--- src/rtl/descrypt_core_output_pkg.sv ---
// rtl/descrypt_core_output_pkg.sv - field widths, packed record layout and parser states
package descrypt_core_output_pkg;

  localparam int NUM_BATCHES_MSB = 0;
  localparam int NUM_PKTS_MSB    = 1;
  localparam int RAM_ADDR_MSB    = 11;

  localparam int BATCH_W = NUM_BATCHES_MSB + 1;
  localparam int PKT_W   = NUM_PKTS_MSB + 1;
  localparam int ADDR_W  = RAM_ADDR_MSB + 1;

  // Record layout, LSB first: hash_addr, key_idx, batch_complete, equal, key_valid, pkt, batch
  localparam int REC_ADDR_LSB  = 0;
  localparam int REC_IDX_LSB   = REC_ADDR_LSB + ADDR_W;
  localparam int REC_BC_BIT    = REC_IDX_LSB + 4;
  localparam int REC_EQ_BIT    = REC_BC_BIT + 1;
  localparam int REC_KV_BIT    = REC_EQ_BIT + 1;
  localparam int REC_PKT_LSB   = REC_KV_BIT + 1;
  localparam int REC_BATCH_LSB = REC_PKT_LSB + PKT_W;
  localparam int OUT_REC_MSB   = REC_BATCH_LSB + BATCH_W - 1;

  typedef enum logic [2:0] {
    IDLE,
    HDR,
    IDX,
    A0,
    A1,
    A2
  } parse_state_e;

endpackage

--- src/rtl/descrypt_out_fifo.sv ---
// rtl/descrypt_out_fifo.sv - synchronous first-word-fall-through record FIFO
module descrypt_out_fifo #(
  parameter int DEPTH = 4,
  parameter int WIDTH = 22
) (
  input  logic                     clk_i,
  input  logic                     rst_i,
  input  logic                     wr_en_i,
  input  logic [WIDTH-1:0]         wr_data_i,
  input  logic                     rd_en_i,
  output logic [WIDTH-1:0]         rd_data_o,
  output logic                     full_o,
  output logic                     empty_o,
  output logic [$clog2(DEPTH):0]   count_o
);

  localparam int AW = $clog2(DEPTH);

  logic [WIDTH-1:0] mem_q [DEPTH];
  logic [AW-1:0]    wr_ptr_q, rd_ptr_q;
  logic [AW:0]      count_q;
  logic             do_push, do_pop;

  assign empty_o = (count_q == '0);
  assign full_o  = (count_q == (AW+1)'(DEPTH));
  assign count_o = count_q;
  assign do_pop  = rd_en_i && !empty_o;
  // A push into a full FIFO is accepted when the head leaves in the same cycle
  assign do_push = wr_en_i && (!full_o || do_pop);

  assign rd_data_o = empty_o ? '0 : mem_q[rd_ptr_q];

  always_ff @(posedge clk_i) begin
    if (do_push) mem_q[wr_ptr_q] <= wr_data_i;
  end

  always_ff @(posedge clk_i) begin
    if (rst_i) begin
      wr_ptr_q <= '0;
      rd_ptr_q <= '0;
      count_q  <= '0;
    end else begin
      if (do_push) wr_ptr_q <= wr_ptr_q + 1'b1;
      if (do_pop)  rd_ptr_q <= rd_ptr_q + 1'b1;
      case ({do_push, do_pop})
        2'b10:   count_q <= count_q + 1'b1;
        2'b01:   count_q <= count_q - 1'b1;
        default: count_q <= count_q;
      endcase
    end
  end

endmodule

--- src/rtl/descrypt_core_output.sv ---
// rtl/descrypt_core_output.sv - nibble stream parser, record FIFO and dout_ready back-pressure
module descrypt_core_output
  import descrypt_core_output_pkg::*;
#(
  parameter int FIFO_DEPTH = 4
) (
  input  logic                      CLK,
  input  logic                      rst,
  input  logic [3:0]                din,
  output logic                      dout_ready,
  output logic                      empty,
  input  logic                      rd_en,
  output logic [NUM_BATCHES_MSB:0]  rec_batch_num,
  output logic [NUM_PKTS_MSB:0]     rec_pkt_num,
  output logic                      rec_key_valid,
  output logic                      rec_equal,
  output logic                      rec_batch_complete,
  output logic [3:0]                rec_key_idx,
  output logic [RAM_ADDR_MSB:0]     rec_hash_addr,
  output logic                      err
);

  localparam int CNT_W = $clog2(FIFO_DEPTH) + 1;
  // The core samples dout_ready through a register and may launch one more record
  // after it falls; the limit keeps a slot for that record and the one being parsed.
  localparam logic [CNT_W:0] READY_LIMIT = (CNT_W+1)'(FIFO_DEPTH - 2);

  parse_state_e          state_q;
  logic [OUT_REC_MSB:0]  rec_q;
  logic                  push_q;
  logic                  err_q;
  logic                  dout_ready_q;
  logic                  dout_ready_d;
  logic                  busy;
  logic [CNT_W:0]        pending;
  logic                  fifo_full, fifo_empty;
  logic [CNT_W-1:0]      fifo_count;
  logic [OUT_REC_MSB:0]  head_rec;
  logic                  overflow;

  assign busy         = (state_q != IDLE) || push_q;
  assign pending      = {1'b0, fifo_count} + {{CNT_W{1'b0}}, busy};
  assign dout_ready_d = (pending < READY_LIMIT);
  assign overflow     = push_q && fifo_full && !(rd_en && !fifo_empty);

  always_ff @(posedge CLK) begin
    push_q <= 1'b0;
    if (rst) begin
      state_q      <= IDLE;
      rec_q        <= '0;
      err_q        <= 1'b0;
      dout_ready_q <= 1'b0;
    end else begin
      dout_ready_q <= dout_ready_d;
      if (overflow) err_q <= 1'b1;
      case (state_q)
        IDLE: begin
          if (din[0]) begin
            rec_q                              <= '0;
            rec_q[REC_PKT_LSB +: PKT_W]        <= din[PKT_W:1];
            rec_q[REC_BATCH_LSB +: BATCH_W]    <= din[PKT_W+BATCH_W:PKT_W+1];
            state_q                            <= HDR;
          end
        end
        HDR: begin
          if (din[3] || (din[1:0] == 2'b00)) begin
            err_q   <= 1'b1;
            state_q <= IDLE;
          end else begin
            rec_q[REC_KV_BIT] <= din[2];
            rec_q[REC_EQ_BIT] <= din[1];
            rec_q[REC_BC_BIT] <= din[0];
            if (din[1]) begin
              state_q <= IDX;
            end else begin
              push_q  <= 1'b1;
              state_q <= IDLE;
            end
          end
        end
        IDX: begin
          rec_q[REC_IDX_LSB +: 4] <= din;
          state_q                 <= A0;
        end
        A0: begin
          rec_q[REC_ADDR_LSB +: 4] <= din;
          state_q                  <= A1;
        end
        A1: begin
          rec_q[REC_ADDR_LSB+4 +: 4] <= din;
          state_q                    <= A2;
        end
        A2: begin
          rec_q[REC_ADDR_LSB+8 +: ADDR_W-8] <= din[ADDR_W-9:0];
          push_q                            <= 1'b1;
          state_q                           <= IDLE;
        end
        default: state_q <= IDLE;
      endcase
    end
  end

  descrypt_out_fifo #(
    .DEPTH (FIFO_DEPTH),
    .WIDTH (OUT_REC_MSB + 1)
  ) u_fifo (
    .clk_i     (CLK),
    .rst_i     (rst),
    .wr_en_i   (push_q),
    .wr_data_i (rec_q),
    .rd_en_i   (rd_en),
    .rd_data_o (head_rec),
    .full_o    (fifo_full),
    .empty_o   (fifo_empty),
    .count_o   (fifo_count)
  );

  assign dout_ready         = dout_ready_q;
  assign empty              = fifo_empty;
  assign err                = err_q;
  assign rec_batch_num      = head_rec[REC_BATCH_LSB +: BATCH_W];
  assign rec_pkt_num        = head_rec[REC_PKT_LSB +: PKT_W];
  assign rec_key_valid      = head_rec[REC_KV_BIT];
  assign rec_equal          = head_rec[REC_EQ_BIT];
  assign rec_batch_complete = head_rec[REC_BC_BIT];
  assign rec_key_idx        = head_rec[REC_IDX_LSB +: 4];
  assign rec_hash_addr      = head_rec[REC_ADDR_LSB +: ADDR_W];

endmodule
--- config.mk ---
export PLATFORM = sky130hd
export DESIGN_NAME = descrypt_core_output
export DESIGN_NICKNAME = d
export VERILOG_FILES = /design/src/rtl/descrypt_core_output_pkg.sv /design/src/rtl/descrypt_out_fifo.sv /design/src/rtl/descrypt_core_output.sv
export SDC_FILE = /design/constraint.sdc
export NUM_CORES = 1
export LEC_CHECK = 0
export ABC_AREA = 1
export BUFFER_PORTS_ARGS = -buffer_cell sky130_fd_sc_hd__buf_4
export CORE_UTILIZATION = 37
export DETAILED_ROUTE_END_ITERATION = 10
export PLACE_DENSITY = 0.63
export SLEW_MARGIN = 20
export SYNTH_ARGS = -nofsm -noshare
export SYNTH_HDL_FRONTEND = slang
export SYNTH_SLANG_ARGS = --single-unit
export TNS_END_PERCENT = 50
--- constraint.sdc ---
create_clock -name CLK -period 3 [get_ports CLK]
set_input_delay 0.3 -clock CLK [delete_from_list [all_inputs] [get_ports CLK]]
set_output_delay 0.3 -clock CLK [all_outputs]
set_load 0.01 [all_outputs]
======== After elaboration in Yosys (flattened, before gate mapping) ========
Memories as Yosys holds them, arrays and structs flattened. A register that Yosys moved wholly into a read port is not among the register bits.
Cells that the tools add are included.
operators by class
  add/sub/neg operators ................... 5
  order comparisons ....................... 1
  equality and inequality tests ........... 10
  muxes and demuxes ....................... 23
  reduce and logical (&&, ||, !) cells .... 26
operator list
  kind                                                        number
  case mux 4 bit (2 select lines)                             4
  two-way mux 22 bit                                          1
  two-way mux 19 bit                                          1
  case mux 3 bit (5 select lines)                             1
  case mux 3 bit (2 select lines)                             2
  nonzero test 2 bit                                          6
  AND reduction 2 bit                                         5
  == test 3 bit, second input constant                        3
  two-way mux 3 bit                                           3
  two-way mux 1 bit                                           7
  == test 3 x 2 -> 1 bit, second input constant               2
  zero test 3 bit                                             2
  two-way mux 2 bit                                           3
  adder 2 x 1 -> 2 bit, second input constant                 2
  adder 3 x 1 -> 4 bit                                        1
  logical AND 1 bit                                           4
  less-than comparator 4 x 2 -> 1 bit, second input constant  1
  inequality test 2 bit, second input constant                2
  adder 3 x 1 -> 3 bit, second input constant                 1
  == test 3 x 1 -> 1 bit, second input constant               1
  zero test 1 bit                                             3
  logical OR 1 bit                                            3
  AND reduction 3 bit                                         1
  nonzero test 3 bit                                          1
  5 further kinds                                             5
word-level totals
  register bits after elaboration ......... 35
  RAM bits ................................ 88
  input bits .............................. 7
  output and inout bits ................... 25
  logic and storage cells ................. 79
  memories kept ........................... 1
memories
  name          words  bits a word  rd ports  clocked after Yosys merged registers in  wr ports  RTL line                 source
  u_fifo.mem_q  4      22           1         1                                        1         descrypt_out_fifo.sv:19  logic [WIDTH-1:0] mem_q [DEPTH];

======== Depth between registers and ports, before layout ========
  word-level depth ........................ 8
  gate-level depth with buffers ........... 13
  depth with buffers taken out ............ 13

======== Cells and area by module ========
From an unflattened synthesis, not the netlist that was laid out.
second synthesis, totals
  cell total of the unflattened synthesis .. 479
  area total of the unflattened synthesis .. 5,106.1 µm²
by module, submodules not included
  module                times used  cells an instance  area an instance (µm²)
  descrypt_out_fifo     1           324                3,917.5
  descrypt_core_output  1           155                1,188.6

======== Least setup slack after synthesis ========
Ideal clock, no wire load.
  kind .................................... register to register
  from .................................... register u_fifo.count_q[1] (netlist: u_fifo.count_o[1])
  to ...................................... memory u_fifo.mem_q[0][0], enable pin
  setup time .............................. 0.401 ns
  data arrival time ....................... 1.734 ns
  data required time ...................... 2.599 ns
  setup slack ............................. 0.865 ns
  cell stages (with the launch flop) ...... 7
  buffers on the path ..................... 0
  clock period less this slack ............ 2.135 ns
  path through ............................ dfxtp_1 inv_1 nand2_1 nor2_1 nand2_1 nand2_1 nor2_1
between the ends
  longest elaborated chain between the ends .. 7
RTL lines
  element                                      RTL line                 source
  from (decl)                                  descrypt_out_fifo.sv:21  logic [AW:0] count_q;
  from (signal assigned)                       descrypt_out_fifo.sv:46  2'b10: count_q <= count_q + 1'b1;
  from (signal assigned)                       descrypt_out_fifo.sv:47  2'b01: count_q <= count_q - 1'b1;
  from (signal assigned)                       descrypt_out_fifo.sv:48  default: count_q <= count_q;
  zero test 3 bit                              descrypt_out_fifo.sv:24  assign empty_o = (count_q == '0);
  zero test 1 bit                              descrypt_out_fifo.sv:27  assign do_pop = rd_en_i && !empty_o;
  logical AND 1 bit                            descrypt_out_fifo.sv:27
  logical OR 1 bit (*)                         descrypt_out_fifo.sv:29  assign do_push = wr_en_i && (!full_o || do_pop);
  logical AND 1 bit (*)                        descrypt_out_fifo.sv:29
  two-way mux 1 bit (*)                        descrypt_out_fifo.sv:34  if (do_push) mem_q[wr_ptr_q] <= wr_data_i;
  two-way mux 1 bit (not written as such) (*)  descrypt_out_fifo.sv:34
  to (decl)                                    descrypt_out_fifo.sv:19
Mark *: on every way between the ends. The rest lies on a longest branch, timed or not.

==> summary.md <==
| Metric | Value |
|---|---|
| Status | `complete, no violations` |
| Avg WL per Cell | `14.65 um` |
| Static leakage | `between 2 and 2.5 nW` |
| Syn Nets | `500` |
| Max Root-Sink Buffers | `2` |
| Sequential area share after synthesis | `67.47%` |
| DRC violations left | `0` |
| Fmax | `roughly 0.42 GHz` |
| Worst hold slack | `0.1919 ns` |
| Area growth syn-to-layout | `20.03%` |
| CTS tree | `built` |
| FF-to-FF path depth | `11` |
| Sink Count | `125` |
| Reg2reg setup slack | `0.82 ns` |
| CTS root buf | `clkbuf_16` |
| Via/cell ratio | `a little under 5` |
| RSZ-0062 raised after global routing | `false` |
| Post-Syn Area | `5015 um^2` |
| Gpl congestion | `0.7393` |
| Max VDD drop | `0.0003273 V` |
| Setup TNS | `0 ns` |
| Final period util | `78.76%` |
| Clock Skew | `0.008006 ns` |
| Worst-Margin Slew | `0.7719 ns` |
| First-pass GRT wire length | `16,810 um` |
| Min-Delay Path Depth | `3` |
| Largest net degree at the start of global routing | `45` |
| Htree depth | `4` |
| HP Start | `din[2]` |
| Avg Cell Area, Syn | `approximately 10 um^2` |
| Post-CTS Hold Fix Bufs | `0` |
| DRT Wirelength | `roughly 10,000 um` |
| Commonest non-fill, non-tap cell in the layout | `nor2_1` |
| PortBufs | `31` |
| TritonRoute pass-1 iters | `4` |
| CP Max Fanout | `23` |
| Layout net count | `538` |
| CTS clk-pin slew, worst paths | `0.05 ns` |
| Data required time of the worst path | `approximately 2.7 ns` |
| Die Ht | `118.4 um` |
| Inserted Diodes | `0` |
| Hold/Removal Path Class | `in -> reg` |
| Maxcap violations | `0` |
| Final Hold Viols | `0` |
| Synth cell types | `25` |
| Yosys synthesis warning count | `0` |
| Die area | `14,020 um^2` |
| Iteration-0 DRC count of the detailed router | `257` |
| Starting density of the core | `37.87%` |
| Total global routing overflow | `0` |
| Hpwl dp | `6512 um` |
| CP Data Arrival Time | `2.06 ns` |
| PostCTS Resize Cnt | `0` |
| Remaining antenna violation count | `0` |
| Io pins | `32` |
| Power Density | `739.7 nW/um^2` |
| Antenna violations before repair | `0` |
| GRT Total Usage | `15.88%` |
| Vias in the first global route | `3,428` |
| Fin crit period | `around 2.4 ns` |
| Via count | `about 3,400` |
| WHS Endpoint | `rec_q[6]$_SDFFE_PP0P_` |
| Slew margin rel. | `48.48%` |
| R2R Path End | `u_fifo.count_o[2]$_SDFFE_PP0P_` |
| CP Class | `reg -> out` |
| Startpoint class of the critical path | `flip-flop` |
| Crit end category | `output port` |
| Layout cells sized above 1 | `about 16%` |
| Synthesized flop and latch total | `125` |
| RR Startpoint | `u_fifo.count_o[2]$_SDFFE_PP0P_` |
| Most frequent cells in the layout | `nor2_1 (110), edfxtp_1 (88), nand2_1 (59), o21ai_0 (48), a21oi_1 (48)` |
| Die width | `118.4 um` |
| Final setup vio count | `0` |
| Fin. max-slew vios | `0` |
| # rows | `42` |
| CTS Buf Count | `17` |
| Skew-Pair Late Insertion Delay | `0.41 ns` |
| Setup bufs post-CTS | `0` |
| Total core area | `13,240 um^2` |
| Cells after Synth | `486` |
| Core Util, Final | `between 40% and 50%` |
worst max-delay path by stage:
stage | startpoint | endpoint | slack, ns | cells past startpoint
3_5_place_dp | u_fifo.count_o[2]$_SDFFE_PP0P_ | u_fifo.count_o[2]$_SDFFE_PP0P_ | 0.83 | 11
6_report | flip-flop | rec_hash_addr[9] | 0.64 | 6
5_1_grt | flip-flop | rec_hash_addr[9] | 0.39 | 6
2_1_floorplan | u_fifo.count_o[1]$_SDFFE_PP0P_ | u_fifo.mem_q[0][0]$_DFFE_PP_ | 0.86 | 6
3_3_place_gp | u_fifo.count_o[2]$_SDFFE_PP0P_ | u_fifo.count_o[2]$_SDFFE_PP0P_ | 0.92 | 11
4_1_cts | flip-flop | rec_hash_addr[9] | 0.61 | 6
through the flow:
stage	total power (W)	setup slack, ns	instances	instance area, um^2
finish	0.004453	0.6371	713	6020
detailed placement	0.002551	0.8285	681	5451
CTS	0.004492	0.6105	713	6020
global placement	0.002540	0.9224	681	5451
global route	0.004628	0.3916	713	6020
floorplan	0.002306	0.8649	486	5015
cells in the mapped netlist (all sizes together):
| master | instances | area share (%) |
|---|---|---|
| nor2 | 115 | 8.8 |
| edfxtp | 88 | 53 |
| nand2 | 60 | 4.5 |
| o21ai | 53 | 5.3 |
| a21oi | 48 | 4.8 |
| dfxtp | 37 | 15 |
| inv | 36 | 2.7 |
| nand3 | 12 | 1.3 |
| clkbuf | 11 | 0.82 |
| buf | 9 | 0.90 |
| ha | 6 | 1.5 |
| nand3b | 2 | 0.30 |
| nor3 | 2 | 0.40 |
| a211oi | 1 | 0.15 |
| clkinv | 1 | 0.075 |
| fa | 1 | 0.40 |
| nand4 | 1 | 0.12 |
| o211ai | 1 | 0.15 |
| xnor2 | 1 | 0.17 |
| xor2 | 1 | 0.17 |
power by group:
part	switching (W)	internal [W]	total (W)
clock	0.000706	0.00123	0.00194
combinational	0.000388	0.000222	0.000610
sequential	0.0000322	0.00187	0.00190
total	0.00113	0.00333	0.00445
worst max-delay path, stage by stage (launching register included):
cell and delay, ns:
dfxtp_1 0.31, buf_4 0.26, inv_1 0.40, nor2_1 0.21, o21ai_0 0.13, a21oi_1 0.19, buf_4 0.15
cells by family after synthesis:
group | share of synthesized area (%)
AND/OR/NAND/NOR | 15.42
flip-flops | 67.46
AO/OA/AOI/OAI | 10.38
buffers and inverters | 4.491
adder cells (fa/ha/maj) | 1.896
XOR/XNOR | 0.3494
state kept, by name, indices dropped and copies added, names as in the netlist, named ones only:
register and flops:
dout_ready 1, err 1, push_q 1, rec_q 22, state_q 3, u_fifo.count_o 3
u_fifo.mem_q 88, u_fifo.rd_ptr_q 2, u_fifo.wr_ptr_q 2
layer usage:
layer | vias up | track usage [%] | part of all wire (%)
li1 | 1715 | - | -
met1 | 1624 | 18.71 | 45
met2 | 69 | 26.51 | 49
met3 | 19 | 4.730 | 4.0
met4 | 0 | 7.595 | 1.9
met5 | - | 0 | 0
cell type report:
cell class                 count  area, um^2
fill                        1253        7223
multi-input combinational    304        1416
clock inverter                12       121.4
tap                          176       220.2
inverter                      37       138.9
timing repair buffer          39       292.8
clock buffer                  20       446.7
sequential                   125        3383
(Power assumes the default switching activity.)
